===== config.mk =====
export PLATFORM = sky130hd
export DESIGN_NAME = rf_write_arbiter
export DESIGN_NICKNAME = d
export VERILOG_FILES = /design/src/rtl/rf_write_arbiter.sv
export SDC_FILE = /design/constraint.sdc
export NUM_CORES = 1
export LEC_CHECK = 0
export CORE_MARGIN = 3
export CORE_UTILIZATION = 40
export CTS_CLUSTER_SIZE = 24
export DETAILED_ROUTE_END_ITERATION = 16
export PLACE_DENSITY = 0.88
export SLEW_MARGIN = 20
export SYNTH_ARGS = -nofsm -noshare
export SYNTH_HDL_FRONTEND = slang
export SYNTH_SLANG_ARGS = --single-unit

===== constraint.sdc =====
create_clock -name CLK -period 3 [get_ports CLK]
set_clock_uncertainty 0.1 [all_clocks]
set_input_delay 0.45 -clock CLK [delete_from_list [all_inputs] [get_ports CLK]]
set_output_delay 0.45 -clock CLK [all_outputs]
set_load 0.05 [all_outputs]

===== src/rtl/rf_write_arbiter.sv =====
// rf_write_arbiter: shares the register-file write port between WB, MDU and DBG with a starvation stall
module rf_write_arbiter #(
  parameter int DATA_W   = 32,
  parameter int ADDR_W   = 5,
  parameter int MAX_WAIT = 8
) (
  input  logic              CLK,
  input  logic              RESET,
  input  logic              WB_WRITE,
  input  logic [ADDR_W-1:0] WB_ADDR,
  input  logic [DATA_W-1:0] WB_DATA,
  input  logic              MDU_VALID,
  input  logic [ADDR_W-1:0] MDU_ADDR,
  input  logic [DATA_W-1:0] MDU_DATA,
  output logic              MDU_READY,
  input  logic              DBG_VALID,
  input  logic [ADDR_W-1:0] DBG_ADDR,
  input  logic [DATA_W-1:0] DBG_DATA,
  output logic              DBG_READY,
  output logic              STALL_REQ,
  output logic              RF_WRITE,
  output logic [ADDR_W-1:0] RF_INADDRESS,
  output logic [DATA_W-1:0] RF_IN,
  output logic [1:0]        GRANT_ID,
  output logic              PROTO_ERR
);
  typedef enum logic {NORMAL, STALL} state_t;
  localparam logic [7:0] MW = 8'(MAX_WAIT);
  state_t state, state_nx;
  logic [7:0] mcnt, dcnt, mcnt_nx, dcnt_nx;
  logic rr_mdu, stall_d, m_starve, d_starve, pick_mdu, idle, m_wait, d_wait;
  logic [ADDR_W-1:0] sel_addr;
  logic [DATA_W-1:0] sel_data;
  assign STALL_REQ = (state == STALL);
  // Grant selection, wait-counter update and next FSM state; a starved source overrides RR during STALL
  always_comb begin
    m_starve = mcnt >= MW;
    d_starve = dcnt >= MW;
    pick_mdu = (state == STALL && m_starve != d_starve) ? m_starve : rr_mdu;
    idle = RESET && !WB_WRITE;
    MDU_READY = idle && MDU_VALID && (!DBG_VALID || pick_mdu);
    DBG_READY = idle && DBG_VALID && (!MDU_VALID || !pick_mdu);
    m_wait = MDU_VALID && !MDU_READY;
    d_wait = DBG_VALID && !DBG_READY;
    mcnt_nx = m_wait ? mcnt + {7'b0, mcnt != 8'hFF} : 8'd0;
    dcnt_nx = d_wait ? dcnt + {7'b0, dcnt != 8'hFF} : 8'd0;
    state_nx = (state == NORMAL)
      ? (((m_starve && m_wait) || (d_starve && d_wait)) ? STALL : NORMAL)
      : ((mcnt_nx >= MW || dcnt_nx >= MW) ? STALL : NORMAL);
    sel_addr = WB_WRITE ? WB_ADDR : MDU_READY ? MDU_ADDR : DBG_ADDR;
    sel_data = WB_WRITE ? WB_DATA : MDU_READY ? MDU_DATA : DBG_DATA;
  end
  // State, counters, RR pointer, sticky error and the registered write port; the first STALL cycle tolerates WB since the pipeline cannot react yet
  always_ff @(posedge CLK) begin
    if (!RESET) begin
      state        <= NORMAL;
      mcnt         <= '0;
      dcnt         <= '0;
      rr_mdu       <= 1'b1;
      stall_d      <= 1'b0;
      PROTO_ERR    <= 1'b0;
      RF_WRITE     <= 1'b0;
      RF_INADDRESS <= '0;
      RF_IN        <= '0;
      GRANT_ID     <= 2'd0;
    end else begin
      state     <= state_nx;
      mcnt      <= mcnt_nx;
      dcnt      <= dcnt_nx;
      rr_mdu    <= MDU_READY ? 1'b0 : DBG_READY ? 1'b1 : rr_mdu;
      stall_d   <= STALL_REQ;
      PROTO_ERR <= PROTO_ERR | (WB_WRITE & STALL_REQ & stall_d);
      RF_WRITE  <= (WB_WRITE || MDU_READY || DBG_READY) && (sel_addr != '0);
      GRANT_ID  <= WB_WRITE ? 2'd1 : MDU_READY ? 2'd2 : DBG_READY ? 2'd3 : 2'd0;
      if (WB_WRITE || MDU_READY || DBG_READY) begin
        RF_INADDRESS <= sel_addr;
        RF_IN        <= sel_data;
      end
    end
  end
endmodule


==> results of run 1 <==
## worst max-delay path: cells and delay by family, from the launching register on
kind / cells / cell delay (ps)
DFF: 1 / 360
buffers and inverters: 2 / 330
AOI/OAI and AO/OA: 1 / 400
and+or+nand+nor: 3 / 810
## stage by stage
stage	cells	total power [mW]
after floorplan	374	1.219
after global placement	622	1.491
after detailed placement	622	1.506
after CTS	638	2.244
after global routing	638	2.317
final	638	2.217
## path summary, 6_finish.rpt
| path | startpoint | to | slack [ps] | depth (start not counted) |
|---|---|---|---|---|
| worst max-delay path | mcnt[5]$_SDFF_PN0_ | DBG_READY | 220 | 6 |
| worst min register to register | PROTO_ERR$_SDFF_PN0_ | PROTO_ERR$_SDFF_PN0_ | 380 | 2 |
| worst max register to register | mcnt[5]$_SDFF_PN0_ | RF_IN[20]$_SDFFE_PN0P_ | 360 | 8 |
| worst min-delay path | PROTO_ERR$_SDFF_PN0_ | PROTO_ERR$_SDFF_PN0_ | 380 | 2 |
## report_power, final
| part | switching, mW | total [mW] | internal, mW |
|---|---|---|---|
| Sequential | 0.0245 | 0.868 | 0.843 |
| Combinational | 0.323 | 0.618 | 0.295 |
| Clock | 0.305 | 0.731 | 0.426 |
| Total | 0.652 | 2.22 | 1.56 |
## cells by family after synthesis
kind of cell	synth area share [%]
xor+xnor	3.306
mux	23.30
fa+ha+maj	1.574
compound gates	10.70
buf+inv	5.037
simple gates	18.30
flops	37.78
## per-layer routing
metal | GRT usage, % | vias up
met5 | 0 | -
met3 | 6.946 | 19
met1 | 20.86 | 1422
li1 | - | 1609
met2 | 36.33 | 138
met4 | 8.774 | 0
## flip-flops by register name, summed over array words and instances, names as in the netlist
register	flops
GRANT_ID	2
PROTO_ERR	1
RF_IN	32
RF_INADDRESS	5
RF_WRITE	1
STALL_REQ	1
dcnt	8
mcnt	8
rr_mdu	1
stall_d	1
## cells in the mapped netlist, types with 2 or more instances
library cell,number,share of area [%]
mux2i_1,74,23
nor2_1,62,7.3
dfxtp_1,60,38
nand2_1,43,5.1
o21ai_0,38,6.0
nand3_1,12,1.9
clkbuf_1,11,1.3
inv_1,11,1.3
xnor2_1,7,1.9
xor2_1,5,1.4
a21oi_1,4,0.63
buf_4,4,0.94
ha_1,4,1.6
buf_6,3,1.1
nand4_1,3,0.59
nor2b_1,3,0.59
o211ai_1,3,0.71
a31oi_1,2,0.39
and2_1,2,0.39
and3_1,2,0.39
buf_2,2,0.31
or2_2,2,0.39
or4_1,2,0.47
or4b_1,2,0.63
## cell type report
cell class | count | area share, %
clock buffer | 12 | 3.053
clock inverter | 4 | 0.9357
inverter | 11 | 0.8126
multi-input combinational | 282 | 36.12
sequential | 60 | 23.64
tap | 99 | 2.438
timing repair buffer | 170 | 33.00
==> impl_results.md, run 1 <==
- Worst-path clk slew: 60 ps
- ANT cells: 0
- CP arrival: 2230 ps
- Number of fill cells in the layout: 609
- CTS tree: done
- Max Cap Viol: 0
- Number of synthesized flops with an enable pin: 0
- HPWL Detailed: 7.573 mm
- Area of the core: 7486 um^2
- Die W: 95.15 um
- Starting Density: 42.47%
- Final setup margin: 222.4 ps
- Die Ht: 95.15 um
- Ports: 160
- CTS Hold Bufs: 0
- DRT Pass-1 Iters: 4
- CTS root buf: clkbuf_8
- Slew headroom: 62.73%
- # resized after CTS: 0
- Critical path class: register to primary output
- Met2 routed WL: 4.650 mm
- Syn-to-layout area delta: 59.82%
- Sink Count: 60
- Nets: 654
- CP startpoint kind: register
- Grt ovf: 0
- # setup viols final: 0
- PortBufs: 159
- WL per Instance: 14.77 um
- Met3 routed WL: 1.032 mm
- Most frequent cells in the layout: clkdlybuf4s50_1 (156), mux2i_1 (74), nor2_1 (62), dfxtp_1 (60), nand2_1 (43)
- Fmax: 360.0 MHz
- Post-synth ARST share: 0%
- Area of the multi-input gates: 1836 um^2
- Vias: 3188
- Hold_ws: 376.5 ps
- Synth Flop Type: dfxtp_1
- Number of antenna violations at the first check in global routing: 0
- Fin crit share: 92.59%
- FP Rows: 31
- Placed Area: 4878 um^2
- Seq/Total Area, Yosys: 37.78%
- Cell Pwr Density: 436.3 nW/um^2
- HP Class: register to register
- Fin Setup TNS: 0 ps
- Largest net degree at the start of global routing: 46
- Final Cell Area: 5081 um^2
- CP max-delay cell: o211ai_1
- Leakage dissipation: 2.261 nW
- Slowest Stage Delay on Critical Path: 400 ps
- Fraction of layout instances using a drive strength above 1: 6.494%
- #FFs+latches synth: 60
- Max clock buf depth: 2
- Setup Fix Bufs, Post-CTS: 0
- Vias in the first global route: 3198
- Status: finished clean
- Post-synthesis area per instance: 8.501 um^2
- Area occupied by registers: 1201 um^2
- Post-synth net total: 494
- GPL Wtd Cong: 0.8480
- Crit path cell chain: nor3_1 > nand2_1 > o211ai_1 > nand3_1 > inv_1 > buf_12
- Worst setup EP type: primary output
- WL met1: 3.501 mm
- Mapped Area: 3179 um^2
- Yosys cell types: 37
- Peak supply drop: 326.2 uV
- RSZ-0062 raised after global routing: no
- Remaining antenna violation count: 0
- Gr usage total: 20.09%
- Worst-Margin Slew: 557.3 ps
- Final Util: 67.88%
- Num CTS Buffers: 9
- Peak fanout along the critical path: 6
- DR top layer: met4
- Final Hold Vio Count: 0
- Via/cell ratio: 4.997
- Slew Limit Fails: 0
- H-tree depth: 3
- DRC: 0
- Worst slack, placed: 16.53 ps
- Initial DRC count: 82
- Worst endpoint required time: 2450 ps
- Syn Inst Count: 374
- Die area: 9054 um^2
- Final min period: 2778 ps
- First-pass GRT wire length: 14.31 mm
- Clock latency on the worst-skew pair: 330 ps
- Final wirelength: 9.422 mm
- Synth Warn #: 0
- Commonest non-fill, non-tap cell in the layout: clkdlybuf4s50_1
Power figures use the tool's default switching activity.
==> run 2: changes to the inputs <==
- CTS_CLUSTER_SIZE: 24 -> not set
==> results of run 2 <==
Final layout, timing and power as in run 1 (identical DEF).
